===== src/rtl/cpu_pkg.sv =====
// Shared types and defaults for the CPU memory arbiter.
//   arb_state_e : arbiter FSM states (IDLE, ISSUE, WAIT)
//   owner_e     : which requester owns the outstanding memory request
//   DEF_ADDR_W / DEF_DATA_W : default bus widths
package cpu_pkg;

  localparam int DEF_ADDR_W = 32;
  localparam int DEF_DATA_W = 32;

  typedef enum logic [1:0] {
    IDLE  = 2'd0,
    ISSUE = 2'd1,
    WAIT  = 2'd2
  } arb_state_e;

  typedef enum logic {
    OWN_IF = 1'b0,
    OWN_LS = 1'b1
  } owner_e;

endpackage


===== src/rtl/mem_arbiter_if.sv =====
// Memory-side bus of the arbiter: one request channel and one response channel.
//   master : the arbiter (drives request fields, receives ready/response)
//   slave  : the single-port memory
// Handshake: a request transfers on a rising clk edge where mem_req_valid and
// mem_req_ready are both high; while valid is high and ready is low the
// request fields hold steady. mem_rsp_valid is a one-cycle pulse, exactly one
// per accepted request (stores included), carrying mem_rdata.
interface mem_arbiter_if
  import cpu_pkg::*;
#(
  parameter int ADDR_W = DEF_ADDR_W,
  parameter int DATA_W = DEF_DATA_W
);
  logic                  mem_req_valid;
  logic                  mem_req_ready;
  logic [ADDR_W-1:0]     mem_addr;
  logic                  mem_we;
  logic [DATA_W-1:0]     mem_wdata;
  logic [DATA_W/8-1:0]   mem_wstrb;
  logic                  mem_rsp_valid;
  logic [DATA_W-1:0]     mem_rdata;

  modport master (
    output mem_req_valid, mem_addr, mem_we, mem_wdata, mem_wstrb,
    input  mem_req_ready, mem_rsp_valid, mem_rdata
  );

  modport slave (
    input  mem_req_valid, mem_addr, mem_we, mem_wdata, mem_wstrb,
    output mem_req_ready, mem_rsp_valid, mem_rdata
  );
endinterface


===== src/rtl/mem_arbiter_arb_grant.sv =====
// Priority select between fetch (if) and load/store (ls) with a starvation guard.
//   clk, reset    : clock, synchronous active-high reset
//   idle          : arbiter can accept a request this cycle
//   if_req_valid  : fetch request pending
//   ls_req_valid  : load/store request pending
//   grant_valid   : a request is accepted this cycle
//   grant_owner   : which requester is accepted
// ls normally wins; once ls has been granted STARVE_LIMIT times in a row while
// fetch kept waiting, fetch takes the next grant.
module arb_grant
  import cpu_pkg::*;
#(
  parameter int STARVE_LIMIT = 4
) (
  input  logic   clk,
  input  logic   reset,
  input  logic   idle,
  input  logic   if_req_valid,
  input  logic   ls_req_valid,
  output logic   grant_valid,
  output owner_e grant_owner
);

  localparam int CNT_W = $clog2(STARVE_LIMIT + 1);

  logic [CNT_W-1:0] starve_cnt;
  logic             starved;

  always_comb begin
    starved     = if_req_valid && (starve_cnt == CNT_W'(STARVE_LIMIT));
    grant_valid = idle && (if_req_valid || ls_req_valid);
    grant_owner = (ls_req_valid && !starved) ? OWN_LS : OWN_IF;
  end

  // The streak only counts while fetch is actually waiting.
  always_ff @(posedge clk) begin
    if (reset) begin
      starve_cnt <= '0;
    end else if (!if_req_valid) begin
      starve_cnt <= '0;
    end else if (grant_valid && grant_owner == OWN_IF) begin
      starve_cnt <= '0;
    end else if (grant_valid && grant_owner == OWN_LS &&
                 starve_cnt != CNT_W'(STARVE_LIMIT)) begin
      starve_cnt <= starve_cnt + 1'b1;
    end
  end

endmodule


===== src/rtl/mem_arbiter.sv =====
// Shares one single-port memory between instruction fetch (if_*) and
// load/store (ls_*). One request is outstanding at a time.
//   clk, reset          : clock, synchronous active-high reset
//   if_req_valid/ready  : fetch request handshake, if_addr
//   if_rsp_valid        : 1-cycle fetch response pulse with if_rdata, if_rsp_err
//   ls_req_valid/ready  : load/store handshake, ls_addr, ls_we, ls_wdata, ls_wstrb
//   ls_rsp_valid        : 1-cycle response pulse with ls_rdata (0 for stores), ls_rsp_err
//   mem                 : memory bus (master side)
//   dbg_state           : current FSM state
// Requester handshakes: a request is taken in a cycle where *_req_valid and
// *_req_ready are both high; ready is combinational and only ever high in
// IDLE for the granted requester. Round trip is at least 3 cycles.
module mem_arbiter
  import cpu_pkg::*;
#(
  parameter int ADDR_W       = DEF_ADDR_W,
  parameter int DATA_W       = DEF_DATA_W,
  parameter int STARVE_LIMIT = 4,
  parameter int TIMEOUT      = 64
) (
  input  logic                clk,
  input  logic                reset,
  input  logic                if_req_valid,
  output logic                if_req_ready,
  input  logic [ADDR_W-1:0]   if_addr,
  output logic                if_rsp_valid,
  output logic [DATA_W-1:0]   if_rdata,
  output logic                if_rsp_err,
  input  logic                ls_req_valid,
  output logic                ls_req_ready,
  input  logic [ADDR_W-1:0]   ls_addr,
  input  logic                ls_we,
  input  logic [DATA_W-1:0]   ls_wdata,
  input  logic [DATA_W/8-1:0] ls_wstrb,
  output logic                ls_rsp_valid,
  output logic [DATA_W-1:0]   ls_rdata,
  output logic                ls_rsp_err,
  mem_arbiter_if.master       mem,
  output arb_state_e          dbg_state
);

  localparam int TMO_W = (TIMEOUT > 1) ? $clog2(TIMEOUT) : 1;

  arb_state_e        state;
  owner_e            owner;
  logic [TMO_W-1:0]  tmo_cnt;

  logic              grant_valid;
  owner_e            grant_owner;
  logic              rsp_done;
  logic              rsp_err_n;
  logic [DATA_W-1:0] rsp_data_n;

  arb_grant #(.STARVE_LIMIT(STARVE_LIMIT)) u_grant (
    .clk          (clk),
    .reset        (reset),
    .idle         (state == IDLE),
    .if_req_valid (if_req_valid),
    .ls_req_valid (ls_req_valid),
    .grant_valid  (grant_valid),
    .grant_owner  (grant_owner)
  );

  always_comb begin
    if_req_ready = grant_valid && (grant_owner == OWN_IF);
    ls_req_ready = grant_valid && (grant_owner == OWN_LS);
    // A real response wins if it lands on the last timeout cycle.
    rsp_done     = (state == WAIT) &&
                   (mem.mem_rsp_valid || tmo_cnt == TMO_W'(TIMEOUT - 1));
    rsp_err_n    = !mem.mem_rsp_valid;
    rsp_data_n   = (mem.mem_rsp_valid && !mem.mem_we) ? mem.mem_rdata : '0;
    dbg_state    = state;
  end

  always_ff @(posedge clk) begin
    if (reset) begin
      state             <= IDLE;
      owner             <= OWN_IF;
      tmo_cnt           <= '0;
      mem.mem_req_valid <= 1'b0;
      mem.mem_addr      <= '0;
      mem.mem_we        <= 1'b0;
      mem.mem_wdata     <= '0;
      mem.mem_wstrb     <= '0;
      if_rsp_valid      <= 1'b0;
      if_rdata          <= '0;
      if_rsp_err        <= 1'b0;
      ls_rsp_valid      <= 1'b0;
      ls_rdata          <= '0;
      ls_rsp_err        <= 1'b0;
    end else begin
      if_rsp_valid <= 1'b0;
      if_rsp_err   <= 1'b0;
      ls_rsp_valid <= 1'b0;
      ls_rsp_err   <= 1'b0;
      case (state)
        IDLE: begin
          if (grant_valid) begin
            owner             <= grant_owner;
            mem.mem_req_valid <= 1'b1;
            state             <= ISSUE;
            if (grant_owner == OWN_LS) begin
              mem.mem_addr  <= ls_addr;
              mem.mem_we    <= ls_we;
              mem.mem_wdata <= ls_wdata;
              mem.mem_wstrb <= ls_wstrb;
            end else begin
              mem.mem_addr  <= if_addr;
              mem.mem_we    <= 1'b0;
              mem.mem_wdata <= '0;
              mem.mem_wstrb <= '0;
            end
          end
        end
        ISSUE: begin
          if (mem.mem_req_ready) begin
            mem.mem_req_valid <= 1'b0;
            tmo_cnt           <= '0;
            state             <= WAIT;
          end
        end
        WAIT: begin
          if (rsp_done) begin
            state <= IDLE;
            if (owner == OWN_IF) begin
              if_rsp_valid <= 1'b1;
              if_rdata     <= rsp_data_n;
              if_rsp_err   <= rsp_err_n;
            end else begin
              ls_rsp_valid <= 1'b1;
              ls_rdata     <= rsp_data_n;
              ls_rsp_err   <= rsp_err_n;
            end
          end else begin
            tmo_cnt <= tmo_cnt + 1'b1;
          end
        end
        default: state <= IDLE;
      endcase
    end
  end

endmodule


===== src/flat_wrapper.sv =====
// flat-port wrapper written by rule: the top's interface ports become plain ports
module mem_arbiter_flat import cpu_pkg::*;
#(
  parameter int ADDR_W       = DEF_ADDR_W,
  parameter int DATA_W       = DEF_DATA_W,
  parameter int STARVE_LIMIT = 4,
  parameter int TIMEOUT      = 64
)
  (clk, reset, if_req_valid, if_req_ready, if_addr, if_rsp_valid, if_rdata, if_rsp_err, ls_req_valid, ls_req_ready, ls_addr, ls_we, ls_wdata, ls_wstrb, ls_rsp_valid, ls_rdata, ls_rsp_err, dbg_state, mem_mem_req_valid, mem_mem_addr, mem_mem_we, mem_mem_wdata, mem_mem_wstrb, mem_mem_req_ready, mem_mem_rsp_valid, mem_mem_rdata);
  mem_arbiter_if #(.ADDR_W(ADDR_W), .DATA_W(DATA_W)) mem_i ();
  input  logic clk;
  input  logic reset;
  input  logic if_req_valid;
  output logic if_req_ready;
  input  logic [ADDR_W-1:0] if_addr;
  output logic if_rsp_valid;
  output logic [DATA_W-1:0] if_rdata;
  output logic if_rsp_err;
  input  logic ls_req_valid;
  output logic ls_req_ready;
  input  logic [ADDR_W-1:0] ls_addr;
  input  logic ls_we;
  input  logic [DATA_W-1:0] ls_wdata;
  input  logic [DATA_W/8-1:0] ls_wstrb;
  output logic ls_rsp_valid;
  output logic [DATA_W-1:0] ls_rdata;
  output logic ls_rsp_err;
  output arb_state_e dbg_state;
  output wire logic [$bits(mem_i.mem_req_valid)-1:0] mem_mem_req_valid;
  output wire logic [$bits(mem_i.mem_addr)-1:0] mem_mem_addr;
  output wire logic [$bits(mem_i.mem_we)-1:0] mem_mem_we;
  output wire logic [$bits(mem_i.mem_wdata)-1:0] mem_mem_wdata;
  output wire logic [$bits(mem_i.mem_wstrb)-1:0] mem_mem_wstrb;
  input wire logic [$bits(mem_i.mem_req_ready)-1:0] mem_mem_req_ready;
  input wire logic [$bits(mem_i.mem_rsp_valid)-1:0] mem_mem_rsp_valid;
  input wire logic [$bits(mem_i.mem_rdata)-1:0] mem_mem_rdata;
  assign mem_mem_req_valid = mem_i.mem_req_valid;
  assign mem_mem_addr = mem_i.mem_addr;
  assign mem_mem_we = mem_i.mem_we;
  assign mem_mem_wdata = mem_i.mem_wdata;
  assign mem_mem_wstrb = mem_i.mem_wstrb;
  assign mem_i.mem_req_ready = mem_mem_req_ready;
  assign mem_i.mem_rsp_valid = mem_mem_rsp_valid;
  assign mem_i.mem_rdata = mem_mem_rdata;
  mem_arbiter #(.ADDR_W(ADDR_W), .DATA_W(DATA_W), .STARVE_LIMIT(STARVE_LIMIT), .TIMEOUT(TIMEOUT)) u_core (.clk(clk), .reset(reset), .if_req_valid(if_req_valid), .if_req_ready(if_req_ready), .if_addr(if_addr), .if_rsp_valid(if_rsp_valid), .if_rdata(if_rdata), .if_rsp_err(if_rsp_err), .ls_req_valid(ls_req_valid), .ls_req_ready(ls_req_ready), .ls_addr(ls_addr), .ls_we(ls_we), .ls_wdata(ls_wdata), .ls_wstrb(ls_wstrb), .ls_rsp_valid(ls_rsp_valid), .ls_rdata(ls_rdata), .ls_rsp_err(ls_rsp_err), .mem(mem_i), .dbg_state(dbg_state));
endmodule

===== config.mk =====
export PLATFORM = sky130hd
export DESIGN_NAME = mem_arbiter_flat
export DESIGN_NICKNAME = d
export VERILOG_FILES = /design/src/rtl/cpu_pkg.sv /design/src/rtl/mem_arbiter_if.sv /design/src/rtl/mem_arbiter_arb_grant.sv /design/src/rtl/mem_arbiter.sv /design/src/flat_wrapper.sv
export SDC_FILE = /design/constraint.sdc
export NUM_CORES = 1
export LEC_CHECK = 0
export ABC_CLOCK_PERIOD_IN_PS = 6100
export BUFFER_PORTS_ARGS = -buffer_cell sky130_fd_sc_hd__clkbuf_2
export CAP_MARGIN = 20
export CORE_UTILIZATION = 49
export CTS_CLUSTER_SIZE = 30
export DETAILED_ROUTE_END_ITERATION = 10
export PLACE_DENSITY = 0.85
export SYNTH_ARGS = -nofsm -noshare
export SYNTH_HDL_FRONTEND = slang
export SYNTH_SLANG_ARGS = --single-unit

===== constraint.sdc =====
create_clock -name clk -period 6.1 [get_ports clk]
set_clock_uncertainty 0.2 [all_clocks]
set_input_delay 1.22 -clock clk [delete_from_list [all_inputs] [get_ports clk]]
set_output_delay 1.22 -clock clk [all_outputs]
set_load 0.005 [all_outputs]

==> summary.md <==
| Metric | Value |
|---|---|
| FMAX | 275 MHz |
| Post-route DRC | 0 |
| Post-synthesis cell count | 560 |
| Share of layout cells above drive strength 1 | 0.392 |
| Ys Warns | 0 |
| Status | finished clean |
| Resized cells post-CTS | 0 |
| Highest Signal Layer | met4 |
| Seq pwr share | 0.428 |
| Max clock buf depth | 2 |
| Post-synthesis adder-cell area fraction | 0.00664 |
| Syn_area_per_cell | around 10 µm² |
| # setup viols final | 0 |
| ANT cells | 0 |
| Synth async-reset ratio | 0 |
| Mapped cell area | ~0.0057 mm² |
| WP data required | 4680 ps |
| Num CTS Buffers | 17 |
| HPWL Detailed | 11,200 µm |
| Met2 wire len | 7980 µm |
| Proportion of power drawn by combinational gates | 0.102 |
| Setup Fix Bufs, Post-CTS | 0 |
| EDFF count, synth | 0 |
| Max Slew Vio Count | 0 |
| Wire length per cell | 16.5 µm |
| Compound-cell area share of the yosys netlist | 0.130 |
| Synth top cells by count | 150 x dfxtp_1, 78 x nor2_1, 66 x mux2i_1 |
| Worst-Skew Late Latency | 410 ps |
| R2r setup slk | 3720 ps |
| Hold WC Path Type | reg2reg |
| Crit path kind | in2out |
| Power share of the clock group | 0.470 |
| PortBufs | 280 |
| Via density | 5.50 |
| Die Ht | 109 µm |
| Routability congestion estimate | 0.841 |
| Total GRT Usage | 0.266 |
| Die X | 109 µm |
| Placed Cells incl. Taps | 941 |
| Initial Util | 0.512 |
| Post-Synth Simple-Gate Area | 0.172 |
| Tcrit/Tclk final | 0.596 |
| Setup TNS | 0 ps |
| Htree depth | 4 |
| Mux contribution to synthesized area | 0.117 |
| Nets | between 900 and 1k |
| Top cell type's share of synthesized area | 0.531 |
| Synthesized Nets | 702 |
| Core area | between 0.01 and 0.015 mm² |
| Largest family of logic cells by synthesized area | simple AND/OR/NAND/NOR gates |
| Total gr overflow | 0 |
| Synth unique cells | 34 |
| Most used DFF post-synth | dfxtp_1 |
| Peak fanout along the critical path | 13 |
| Area contributors post-synth | dfxtp_1 53%, mux2i_1 12%, nand2b_1 7.2% |
| Seq cells post-synth | 150 |
| Post-synth top area cell | dfxtp_1 |
| CTS tree | yes |
| Clk root buf | clkbuf_16 |
| Met3 WL | 1460 µm |
| Power Dens Cells | 314 mW/mm² |
| Post-Layout Cell Count | approximately 1,000 |
| Detailed Routing Iterations Pass 1 | 9 |
| Part of the Yosys area used for sequential elements | 0.531 |
| Power, Total | 2.44 mW |
| Most numerous cell in the Yosys netlist | dfxtp_1 |
| Pre-CTS WS | 1990 ps |
| Vias post-DR | 5,353 |
| # IOs | 281 |
| Worst-path clk slew | 60 ps |
| Drt initial violations | about 600 |
| First-pass GRT wire length | 24,200 µm |
| Antenna violations before repair | 0 |
| Vias in the first global route | 5,002 |
| Hold bufs inserted after CTS | 0 |
| Startpoint types | primary input |
| Psw | 0.559 mW |
| Net Sw Frac | 0.229 |
| Antenna viol nets, final | 0 |
| Row count | 38 |
| VDD IR max | ~0.00022 V |
| CP endpoint kind | output port |
| Max_cap viols | 0 |
| Clock sink total | 150 |
| Internal Power | 1.88 mW |
| Largest net degree at the start of global routing | 83 |
| Die area | approximately 0.012 mm² |
| PnR worst setup slack | ~2500 ps |
| Worst Tran Pin Value | 745 ps |
| Xor/xnor share of the synthesized area | 0.00155 |
| Drt total wl | 16,100 µm |
| Slew headroom | 0.503 |
| Fin crit period | 3640 ps |
| Leak | 3.69 nW |
| Unrepaired setup endpoints after global routing | false |
| CP arrival | between 2000 and 2500 ps |
| Metal1 wirelength | 6010 µm |
| Fin. Hold Viols | 0 |
| Layout area overhead | 37.5% |
| Fillcell total | roughly 840 |
critical path: stages:
cell and delay, ps:
clkbuf_2 110, a21boi_1 140, and3b_1 540, clkbuf_2 210
power groups by stage:
stage	logic, mW	clock network (mW)	registers, mW
2_1_floorplan	0.128	0	1.06
3_3_place_gp	0.236	0	1.06
3_5_place_dp	0.245	0	1.06
4_1_cts	0.246	1.17	1.04
5_1_grt	0.272	1.21	1.05
6_report	0.248	1.15	1.04
cells in the final DEF, fill, tap and decap left out, types with 3 or more instances in the layout:
| cell | count |
|---|---|
| nand3_1 | 4 |
| nor2b_1 | 3 |
| inv_1 | 5 |
| a222oi_1 | 32 |
| nor2_1 | 77 |
| mux2i_1 | 66 |
| or3b_2 | 3 |
| dfxtp_1 | 150 |
| bufinv_16 | 5 |
| nand2b_1 | 65 |
| clkbuf_16 | 17 |
| a21oi_1 | 7 |
| clkbuf_2 | 279 |
| buf_4 | 6 |
| o21ai_0 | 5 |
| ha_1 | 3 |
| a22oi_1 | 37 |
| nand2_1 | 38 |
| a31oi_1 | 3 |
| clkinvlp_4 | 3 |
layout make-up:
class | count | area [µm²] | area share
clock buffers | 20 | 457 | 0.0588
well taps | 140 | 175 | 0.0225
flip-flops and latches | 150 | 3000 | 0.386
inverters | 5 | 18.8 | 0.00242
repair buffers | 287 | 1480 | 0.190
clock inverters | 12 | 200 | 0.0258
multi-input cells | 360 | 2440 | 0.314
worst paths after layout:
kind                  startpoint                  end  cells after the start
max                 ls_req_valid         if_req_ready                      4
min          u_core.ls_rdata[10]  u_core.ls_rdata[10]                      2
max reg2reg    u_core.tmo_cnt[0]  u_core.if_rdata[14]                      6
min reg2reg  u_core.ls_rdata[10]  u_core.ls_rdata[10]                      2
state kept, by name (all words and copies together), names as in the netlist:
name                       count
u_core.if_rdata               32
u_core.ls_rdata               32
u_core.mem.mem_addr           32
u_core.mem.mem_wdata          32
u_core.tmo_cnt                 6
u_core.mem.mem_wstrb           4
u_core.u_grant.starve_cnt      3
u_core.dbg_state               2
u_core.if_rsp_err              1
u_core.if_rsp_valid            1
u_core.ls_rsp_err              1
u_core.ls_rsp_valid            1
u_core.mem.mem_req_valid       1
u_core.mem.mem_we              1
u_core.owner                   1
per-stage QoR:
| step | util | hold WS (ps) | instance area [µm²] |
|---|---|---|---|
| 6_report | 0.705 | 272 | 7770 |
| 5_1_grt | 0.705 | 293 | 7770 |
| 4_1_cts | 0.703 | 277 | 7760 |
| 3_5_place_dp | 0.644 | 266 | 7100 |
| 3_3_place_gp | 0.642 | 257 | 7080 |
| 2_1_floorplan | - | 261 | 5650 |
cell families after synthesis:
| logic type | count (synthesis) |
|---|---|
| AND/OR/NAND/NOR | 200 |
| buffers and inverters | 50 |
| XOR/XNOR | 1 |
| adder cells (fa/ha/maj) | 3 |
| flip-flops | 150 |
| multiplexers | 66 |
| AO/OA/AOI/OAI | 90 |
metal layers:
| metal | track usage | vias to the layer above |
|---|---|---|
| li1 | - | 2516 |
| met1 | 0.289 | 2481 |
| met2 | 0.454 | 310 |
| met3 | 0.0860 | 46 |
| met4 | 0.157 | 0 |
| met5 | 0 | - |
Note: power is estimated with default switching activity, not from simulation.
